--- config.mk ---
export PLATFORM = sky130hd
export DESIGN_NAME = anton_neopixel_sequencer_flat
export DESIGN_NICKNAME = d
export VERILOG_FILES = /design/src/rtl/anton_neopixel_sequencer_pkg.sv /design/src/rtl/anton_neopixel_sequencer_if.sv /design/src/rtl/anton_neopixel_reset_timer.sv /design/src/rtl/anton_neopixel_sequencer.sv /design/src/flat_wrapper.sv
export SDC_FILE = /design/constraint.sdc
export NUM_CORES = 1
export LEC_CHECK = 0
export CORE_AREA = 5 5 59 61
export DETAILED_ROUTE_END_ITERATION = 8
export DIE_AREA = 0 0 64 66
export PLACE_DENSITY = 0.78
export SYNTH_ARGS = -nofsm -noshare
export SYNTH_HDL_FRONTEND = slang
export SYNTH_SLANG_ARGS = --single-unit
--- constraint.sdc ---
create_clock -name clk7mhz -period 2.4 [get_ports clk7mhz]
set_clock_uncertainty 0.15 [all_clocks]
set_input_delay 0.48 -clock clk7mhz [delete_from_list [all_inputs] [get_ports clk7mhz]]
set_output_delay 0.48 -clock clk7mhz [all_outputs]
set_load 0.05 [all_outputs]
--- src/rtl/anton_neopixel_sequencer_pkg.sv ---
`default_nettype none
// +----------------------------------------------------------------------------+
// | anton_neopixel_sequencer_pkg : shared types, framing constants, clog2      |
// | Revision 1.0                                                               |
// +----------------------------------------------------------------------------+
package anton_neopixel_sequencer_pkg;

  typedef enum logic {
    ST_RESET    = 1'b0,
    ST_TRANSMIT = 1'b1
  } state_e;

  localparam int BITS_PER_PIXEL = 24;
  localparam int SLOTS_PER_BIT  = 8;

  // Never returns zero so a degenerate size still yields a legal vector width.
  function automatic int f_clog2(input int value);
    return (value <= 1) ? 1 : $clog2(value);
  endfunction

endpackage
`default_nettype wire

--- src/rtl/anton_neopixel_sequencer_if.sv ---
`default_nettype none
// +----------------------------------------------------------------------------+
// | anton_neopixel_sequencer_if : control inputs and sequencing outputs        |
// | Revision 1.0                                                               |
// +----------------------------------------------------------------------------+
interface anton_neopixel_sequencer_if
  import anton_neopixel_sequencer_pkg::*;
#(
  parameter int BUFFER_END = 7
);
  localparam int BUFFER_BITS = f_clog2(BUFFER_END + 1);

  logic                   reg_ctrl_run;
  logic                   reg_ctrl_loop;
  logic                   reg_ctrl_32bit;
  logic [BUFFER_BITS-1:0] reg_max;
  logic                   state;
  logic [BUFFER_BITS-1:0] pixel_index;
  logic [4:0]             pixel_bit_index;
  logic [2:0]             bit_pattern_index;
  logic                   stream_sync;
  logic                   stream_done;

  modport master (
    output reg_ctrl_run, reg_ctrl_loop, reg_ctrl_32bit, reg_max,
    input  state, pixel_index, pixel_bit_index, bit_pattern_index,
           stream_sync, stream_done
  );

  modport slave (
    input  reg_ctrl_run, reg_ctrl_loop, reg_ctrl_32bit, reg_max,
    output state, pixel_index, pixel_bit_index, bit_pattern_index,
           stream_sync, stream_done
  );
endinterface
`default_nettype wire

--- src/rtl/anton_neopixel_reset_timer.sv ---
`default_nettype none
// +----------------------------------------------------------------------------+
// | anton_neopixel_reset_timer : inter-frame latch delay, busy for RESET_DELAY |
// | Revision 1.0                                                               |
// +----------------------------------------------------------------------------+
module anton_neopixel_reset_timer
  import anton_neopixel_sequencer_pkg::*;
#(
  parameter int RESET_DELAY = 400
) (
  input  wire logic clk,
  input  wire logic rst,
  input  wire logic i_clear,
  input  wire logic i_start,
  output logic      o_done,
  output logic      o_busy
);
  localparam int               CNT_W  = f_clog2(RESET_DELAY);
  localparam logic [CNT_W-1:0] c_LAST = CNT_W'(RESET_DELAY - 1);

  logic [CNT_W-1:0] r_cnt;
  logic             r_busy;

  always_ff @(posedge clk) begin
    if (rst || i_clear) begin
      r_busy <= 1'b0;
      r_cnt  <= '0;
    end else if (i_start) begin
      r_busy <= 1'b1;
      r_cnt  <= '0;
    end else if (r_busy) begin
      if (r_cnt == c_LAST) begin
        r_busy <= 1'b0;
        r_cnt  <= '0;
      end else begin
        r_cnt <= r_cnt + CNT_W'(1);
      end
    end
  end

  // Terminal-count flag: high during the final busy cycle.
  assign o_done = r_busy && (r_cnt == c_LAST);
  assign o_busy = r_busy;

endmodule
`default_nettype wire

--- src/rtl/anton_neopixel_sequencer.sv ---
`default_nettype none
// +----------------------------------------------------------------------------+
// | anton_neopixel_sequencer : frame/pixel/bit/slot sequencing for NeoPixel tx |
// | Revision 1.0                                                               |
// +----------------------------------------------------------------------------+
module anton_neopixel_sequencer
  import anton_neopixel_sequencer_pkg::*;
#(
  parameter int BUFFER_END  = 7,
  parameter int RESET_DELAY = 400
) (
  input  wire logic                  clk7mhz,
  input  wire logic                  syncReset,
  anton_neopixel_sequencer_if.slave  io_bus
);
  localparam int                     BUFFER_BITS  = f_clog2(BUFFER_END + 1);
  localparam logic [4:0]             c_LAST_BIT   = 5'(BITS_PER_PIXEL - 1);
  localparam logic [2:0]             c_LAST_SLOT  = 3'(SLOTS_PER_BIT - 1);
  localparam logic [BUFFER_BITS:0]   c_BUF_END_W  = (BUFFER_BITS + 1)'(BUFFER_END);
  localparam logic [BUFFER_BITS-1:0] c_BUF_END    = BUFFER_BITS'(BUFFER_END);
  localparam logic [BUFFER_BITS:0]   c_STEP_32    = (BUFFER_BITS + 1)'(4);
  localparam logic [BUFFER_BITS:0]   c_STEP_8     = (BUFFER_BITS + 1)'(1);

  state_e                 r_state;
  logic [BUFFER_BITS-1:0] r_pixel_index;
  logic [4:0]             r_bit;
  logic [2:0]             r_slot;
  logic                   r_cfg_32bit;
  logic [BUFFER_BITS-1:0] r_cfg_max;
  logic                   r_done;
  logic                   r_wait;

  logic [BUFFER_BITS-1:0] w_max_clamped;
  logic [BUFFER_BITS:0]   w_pix_next;
  logic                   w_last_pixel;
  logic                   w_frame_end;
  logic                   w_frame_start;
  logic                   w_timer_done;
  logic                   w_timer_busy;

  always_comb begin
    w_max_clamped = ({1'b0, io_bus.reg_max} > c_BUF_END_W) ? c_BUF_END : io_bus.reg_max;
    w_pix_next    = {1'b0, r_pixel_index} + (r_cfg_32bit ? c_STEP_32 : c_STEP_8);
    // A step that would leave the buffer also ends the frame.
    w_last_pixel  = (r_cfg_32bit ? ((r_pixel_index >> 2) == (r_cfg_max >> 2))
                                 : (r_pixel_index == r_cfg_max))
                    || (w_pix_next > c_BUF_END_W);
    w_frame_end   = (r_state == ST_TRANSMIT) && (r_slot == c_LAST_SLOT)
                    && (r_bit == c_LAST_BIT) && w_last_pixel;
    w_frame_start = (r_state == ST_RESET)
                    && (w_timer_done ? io_bus.reg_ctrl_loop : (!w_timer_busy && !r_wait));
  end

  anton_neopixel_reset_timer #(
    .RESET_DELAY (RESET_DELAY)
  ) u_reset_timer (
    .clk     (clk7mhz),
    .rst     (syncReset),
    .i_clear (!io_bus.reg_ctrl_run),
    .i_start (io_bus.reg_ctrl_run && w_frame_end),
    .o_done  (w_timer_done),
    .o_busy  (w_timer_busy)
  );

  always_ff @(posedge clk7mhz) begin
    if (syncReset || !io_bus.reg_ctrl_run) begin
      r_state       <= ST_RESET;
      r_pixel_index <= '0;
      r_bit         <= '0;
      r_slot        <= '0;
      r_cfg_32bit   <= 1'b0;
      r_cfg_max     <= '0;
      r_done        <= 1'b0;
      r_wait        <= 1'b0;
    end else begin
      r_done <= 1'b0;
      if (w_frame_start) begin
        r_state       <= ST_TRANSMIT;
        r_pixel_index <= '0;
        r_bit         <= '0;
        r_slot        <= '0;
        r_cfg_32bit   <= io_bus.reg_ctrl_32bit;
        r_cfg_max     <= w_max_clamped;
      end else if (r_state == ST_TRANSMIT) begin
        if (w_frame_end) begin
          r_state       <= ST_RESET;
          r_pixel_index <= '0;
          r_bit         <= '0;
          r_slot        <= '0;
        end else begin
          r_slot <= r_slot + 3'd1;
          if (r_slot == c_LAST_SLOT) begin
            r_bit <= (r_bit == c_LAST_BIT) ? 5'd0 : r_bit + 5'd1;
            if (r_bit == c_LAST_BIT)
              r_pixel_index <= w_pix_next[BUFFER_BITS-1:0];
          end
        end
      end else if (w_timer_done) begin
        // Non-looping frame finished: pulse once, then hold until run re-arms.
        r_done <= 1'b1;
        r_wait <= 1'b1;
      end
    end
  end

  assign io_bus.state             = r_state;
  assign io_bus.pixel_index       = r_pixel_index;
  assign io_bus.pixel_bit_index   = r_bit;
  assign io_bus.bit_pattern_index = r_slot;
  assign io_bus.stream_sync       = w_timer_busy;
  assign io_bus.stream_done       = r_done;

endmodule
`default_nettype wire

--- src/flat_wrapper.sv ---
// flat-port wrapper written by rule: the top's interface ports become plain ports
module anton_neopixel_sequencer_flat import anton_neopixel_sequencer_pkg::*;
#(
  parameter int BUFFER_END  = 7,
  parameter int RESET_DELAY = 400
)
  (clk7mhz, syncReset, io_bus_reg_ctrl_run, io_bus_reg_ctrl_loop, io_bus_reg_ctrl_32bit, io_bus_reg_max, io_bus_state, io_bus_pixel_index, io_bus_pixel_bit_index, io_bus_bit_pattern_index, io_bus_stream_sync, io_bus_stream_done);
  anton_neopixel_sequencer_if #(.BUFFER_END(BUFFER_END)) io_bus_i ();
  input  wire logic clk7mhz;
  input  wire logic syncReset;
  input wire logic [$bits(io_bus_i.reg_ctrl_run)-1:0] io_bus_reg_ctrl_run;
  input wire logic [$bits(io_bus_i.reg_ctrl_loop)-1:0] io_bus_reg_ctrl_loop;
  input wire logic [$bits(io_bus_i.reg_ctrl_32bit)-1:0] io_bus_reg_ctrl_32bit;
  input wire logic [$bits(io_bus_i.reg_max)-1:0] io_bus_reg_max;
  output wire logic [$bits(io_bus_i.state)-1:0] io_bus_state;
  output wire logic [$bits(io_bus_i.pixel_index)-1:0] io_bus_pixel_index;
  output wire logic [$bits(io_bus_i.pixel_bit_index)-1:0] io_bus_pixel_bit_index;
  output wire logic [$bits(io_bus_i.bit_pattern_index)-1:0] io_bus_bit_pattern_index;
  output wire logic [$bits(io_bus_i.stream_sync)-1:0] io_bus_stream_sync;
  output wire logic [$bits(io_bus_i.stream_done)-1:0] io_bus_stream_done;
  assign io_bus_i.reg_ctrl_run = io_bus_reg_ctrl_run;
  assign io_bus_i.reg_ctrl_loop = io_bus_reg_ctrl_loop;
  assign io_bus_i.reg_ctrl_32bit = io_bus_reg_ctrl_32bit;
  assign io_bus_i.reg_max = io_bus_reg_max;
  assign io_bus_state = io_bus_i.state;
  assign io_bus_pixel_index = io_bus_i.pixel_index;
  assign io_bus_pixel_bit_index = io_bus_i.pixel_bit_index;
  assign io_bus_bit_pattern_index = io_bus_i.bit_pattern_index;
  assign io_bus_stream_sync = io_bus_i.stream_sync;
  assign io_bus_stream_done = io_bus_i.stream_done;
  anton_neopixel_sequencer #(.BUFFER_END(BUFFER_END), .RESET_DELAY(RESET_DELAY)) u_core (.clk7mhz(clk7mhz), .syncReset(syncReset), .io_bus(io_bus_i));
endmodule
==> Word level (Yosys, flattened, before mapping) <==
Cells that the tools add are included.
{ "op_classes": {"magnitude_cmp": 1, "multipliers": 0, "shift": 0, "muxes": 18, "n_addsub": 4, "n_reduce_logical": 20, "eq_ne": 5, "div_mod_pow": 0, "bitwise_logic": 2} }
{ "op_table": {"columns": ["operator", "count"], "rows": [
  ["2-to-1 mux 3 bit", 5],
  ["2-to-1 mux 5 bit", 3],
  ["adder 9 x 1 -> 9 bit, second input constant", 1],
  ["== test 9 bit, second input constant", 1],
  ["2-to-1 mux 1 bit", 9],
  ["2-to-1 mux 9 bit", 1],
  ["logical AND 1 bit", 7],
  ["AND reduction 3 bit", 2],
  ["adder 5 x 1 -> 5 bit, second input constant", 1],
  ["== test 5 bit, second input constant", 1],
  ["adder 3 x 4 -> 4 bit", 1],
  ["greater-than comparator 4 x 3 -> 1 bit, second input constant", 1],
  ["nonzero test 2 bit", 2],
  ["OR reduction 2 bit", 2],
  ["adder 3 x 1 -> 3 bit, second input constant", 1],
  ["== test 3 bit", 1],
  ["== test 3 bit, second input constant", 1],
  ["logical NOT 1 bit", 3],
  ["OR reduction 3 bit", 1],
  ["logical OR 1 bit", 2],
  ["NOT 1 bit", 2],
  ["AND reduction 2 bit", 1],
  ["== test 1 bit", 1]
]} }
{ "totals": {"reg_bits": 28, "memories": 0, "elab_cells": 60, "mem_bits_rw": 0, "rom_bits": 0, "in_bits": 8, "latch_bits": 0, "out_inout_bits": 14} }

==> Longest topological paths before layout <==
{ "depth": {"ltp_word": 8, "depth_mapped": 7, "depth_no_buf": 6} }

==> Hierarchy <==
Synthesis repeated with hierarchy kept, for this count alone.
{ "unflattened": {"hier_cells": 162, "hier_area_um2": 1431.4} }
{ "modules_own_cells": {"columns": ["mod", "seq_area_each_um2", "instances", "cells_each", "area_each_um2"], "rows": [
  ["anton_neopixel_sequencer", 360.3, 1, 103, 934.6],
  ["anton_neopixel_reset_timer", 200.2, 1, 59, 496.7]
]} }

==> Worst setup path after synthesis <==
Ideal clock, no wire load.
{ "synth_path": {"kind": "register to register", "from": "register u_core.r_slot[0], in the netlist u_core.io_bus.bit_pattern_index[0]", "to": "register u_core.r_pixel_index[2], in the netlist u_core.io_bus.pixel_index[2]", "arrival_ps": 1911, "path_stages_with_launch": 7, "path_slack_ps": 239, "setup_time_ps": 100, "path_cell_list": "dfxtp_1 -> ha_1 -> ha_1 -> and2_0 -> and2_1 -> nor2_1 -> a2111oi_4"} }
{ "synth_between": {"elab_chain_len": 6, "elab_cells_between_ends": 8} }
{ "synth_lines": {"columns": ["element", "line_no", "source"], "rows": [
  ["start, declared", "anton_neopixel_sequencer.sv:27", "logic [2:0] r_slot;"],
  ["start signal, assigned", "anton_neopixel_sequencer.sv:91", "r_slot <= r_slot + 3'd1;"],
  ["== test 3 bit *", "anton_neopixel_sequencer.sv:48, anton_neopixel_sequencer.sv:92", null],
  ["logical AND 1 bit", "anton_neopixel_sequencer.sv:48", "w_frame_end = (r_state == ST_TRANSMIT) && (r_slot == c_LAST_SLOT)"],
  ["logical AND 1 bit (2 in a row)", "anton_neopixel_sequencer.sv:49", "&& (r_bit == c_LAST_BIT) && w_last_pixel;"],
  ["nonzero test 2 bit (no source line)", null, null],
  ["AND reduction 3 bit (no source line)", null, null],
  ["end signal, assigned", "anton_neopixel_sequencer.sv:95", "r_pixel_index <= w_pix_next[BUFFER_BITS-1:0];"],
  ["end, declared", "anton_neopixel_sequencer.sv:25", "logic [BUFFER_BITS-1:0] r_pixel_index;"]
]} }
Mark *: on every way between the ends. The rest lies on a longest branch, timed or not.
A chain may end at the register's enable or synchronous reset.

==> Worst setup path after layout <==
{ "layout_path": {"from": "register u_core.r_pixel_index[2], in the netlist u_core.io_bus.pixel_index[2]", "to": "output port io_bus_pixel_index[2]"} }
{ "layout_rtl": {"columns": ["element", "line_no", "source"], "rows": [
  ["end, declared", "flat_wrapper.sv:16", "output wire logic [$bits(io_bus_i.pixel_index)-1:0] io_bus_pixel_index;"]
]} }
No word-level cell between the ends.

==> results.ini <==
[detailed_routing]
firstDrtPassIters = 4
wirelength_mm = 3.03
drc = 0
wl_per_cell_um = 14.8
routed-via-count = 1187
drt_iter0_drc = 79
drtAntennaViolNets = 0
via_per_inst = 5.79

[worst_setup_path]
reg2reg_slack_ps = 390
end_kind = output port
critPathSlowestCell = clkdlybuf4s50_1
cp.required_ps = 1770
path_buf_inv = 1
path_cells = clkdlybuf4s50_1
arrival_ps = 1650
crit_type = reg -> out
max_stage_delay_ps = 840
critPathLaunchType = flip-flop
cp_top_family = buffers and inverters
cp_max_fo = 4

[synthesis]
syn_inst = 148
yosysSeqAreaShare_pct = 38.9
synth.distinct_cells = 40
synth_ff_type = dfxtp_1
synth_seq_cells = 28
syn-cell-area_sq_mm = 0.00144
synth_edf_count = 0
synth_nets = 163
syn_area_per_cell_sq_um = 9.74
yosysWarningCount = 0
synthArstFlopShare_pct = 0

[clock_tree]
clock_latency_ps = 330
cts_setup_buffers = 0
path_clk_slew_ps = 150
cts_hold_buf = 0
post_cts_resized = 0
tritoncts = done
clock-root-buffer = clkbuf_4
cts.sinks = 28
cts.htree.levels = 1
cts_made_buffers = 3
clockBufferDepth = 2

[timing]
tightest_slew_ps = 511
setup_tns_ps = 0
period_needed_ps = 2280
timing.fmax_mhz = 439
hold_violations = 0
timing.slew.headroom_pct = 65.8
finalMaxSlewViolations = 0
post-route-period-util_pct = 94.9
setup_viol = 0
grt_setup_unrepaired = no

[cells_and_area]
nets = 188
n_fill_cell = 267
drive_gt1_share_pct = 12.2
area_delta_synth_final_pct = 19.6
finalInstanceArea_sq_mm = 0.00172
diodes = 0

[die]
core_sq_mm = 0.00293
fp.dieH_um = 66
initial_core_util_pct = 49.2
fp.dieW_um = 64
dieArea_sq_mm = 0.00422
rows = 20
ios = 22

[placement]
placed_cell_area_sq_mm = 0.00169
place.gp.congestion = 0.888
port_buffers = 21
dp_hpwl_mm = 2.36

[pwr]
swShare_pct = 23.7
powerDensity_mw_per_mm2 = 450
seq_power_share_pct = 61.2
combPwrFrac_pct = 8.6
intPower_mw = 0.592
peakVddDrop_mv = 0.291
p_leak_nw = 0.614
finalPower_mw = 0.775
p_switching_mw = 0.184
clkPwrFrac_pct = 30.2

[worst_hold_path]
hold_class = reg -> reg

[grt]
grt_max_degree = 16
overflow = 0
grt_util_all_layers_pct = 15.4
antenna_found_initial = 0
grt_pass1_wl_mm = 5.26
first_global_vias = 1199

[run]
maxCapViolations = 0

[outcome]
status = finished clean

[cell families after synthesis]
group	count (synthesis)	share of synthesized area, %
xor gates and xnor gates	12	7.81
buffers and inverters	8	2.95
DFF	28	38.9
AOI/OAI and AO/OA	25	15.6
adders and majority gates	7	6.08
muxes	6	4.25
and+or+nand+nor	62	24.4
[metrics by stage]
stage               utilization, %  setup WS [ps]  std cells  hold slack [ps]
floorplan                        -            239        148              292
finish                        58.9            123        205              345
CTS                           58.8           45.7        205              348
global route                  58.9           53.5        205              372
global placement              57.6            436        201              306
detailed placement            57.6            381        201              314
[registers in the layout, summed over array words and instances, names as in the netlist]
signal / count
u_core.r_wait: 1
u_core.io_bus.state: 1
u_core.r_cfg_max: 3
u_core.io_bus.pixel_bit_index: 5
u_core.io_bus.pixel_index: 3
u_core.io_bus.stream_done: 1
u_core.u_reset_timer.o_busy: 1
u_core.r_cfg_32bit: 1
u_core.u_reset_timer.r_cnt: 9
u_core.io_bus.bit_pattern_index: 3
[per-layer routing]
metal,part of all wire (%),up-vias,GRT usage (%)
li1,-,585,-
met1,41,564,16.6
met2,54,34,29.3
met3,4.1,4,3.06
met4,0.76,0,5.45
met5,0,-,0
[power by group through the flow]
stage | Combinational [mW] | Clock [mW] | Sequential (mW)
after floorplan | 0.0340 | 0 | 0.491
after global placement | 0.0653 | 0 | 0.484
after detailed placement | 0.0669 | 0 | 0.484
after CTS | 0.0669 | 0.239 | 0.474
after global routing | 0.0713 | 0.265 | 0.475
final | 0.0667 | 0.234 | 0.474
[cell usage after synthesis (all sizes together) (2+ instances only)]
cell,number,area share [%]
a21oi,11,5.4
a31o,2,1.2
and2,2,0.87
and4,3,2.0
buf,3,1.6
dfxtp,28,39
ha,7,6.1
inv,4,1.0
mux2i,5,3.5
nand2,11,2.9
nand3,8,2.8
nand4,6,2.6
nor2,8,2.1
nor2b,2,0.87
nor3,15,5.2
o21ai,6,2.9
xnor2,7,4.8
xor2,5,3.0
[area by class of cell]
class,count,area [sq um],share of cell area (%)
Multi-Input combinational cell,112,838,48.6
Inverter,4,15.0,0.871
Tap cell,33,41.3,2.39
Sequential cell,28,561,32.5
Timing Repair Buffer,24,233,13.5
Clock buffer,4,36.3,2.10
[placed cells by master (no fill, tap or decap), drive strengths merged]
cell type,n
nor3b,1
nand4,6
a21o,1
dlymetal6s2s,1
a41o,1
dfxtp,28
nor3,15
and4bb,1
a31o,2
nand2,11
or3,1
clkdlybuf4s50,19
o21a,1
and4b,1
xor2,5
xnor2,7
o31ai,1
mux2i,5
and3,1
nor2,8
inv,4
o21ai,6
a2111oi,1
and4,3
nor2b,2
mux2,1
nor4,1
buf,4
a41oi,1
clkbuf,4
and2,2
a21oi,11
nand3,8
nand2b,1
ha,7
[path summary, 6_finish.rpt]
path,startpoint,endpoint,cells after the start
max,u_core.io_bus.pixel_index[2],io_bus_pixel_index[2],1
min,u_core.r_wait,u_core.r_wait,1
max reg2reg,u_core.io_bus.bit_pattern_index[0],u_core.io_bus.bit_pattern_index[0],6
min reg2reg,u_core.r_wait,u_core.r_wait,1
Note: power is estimated with default switching activity, not from simulation.
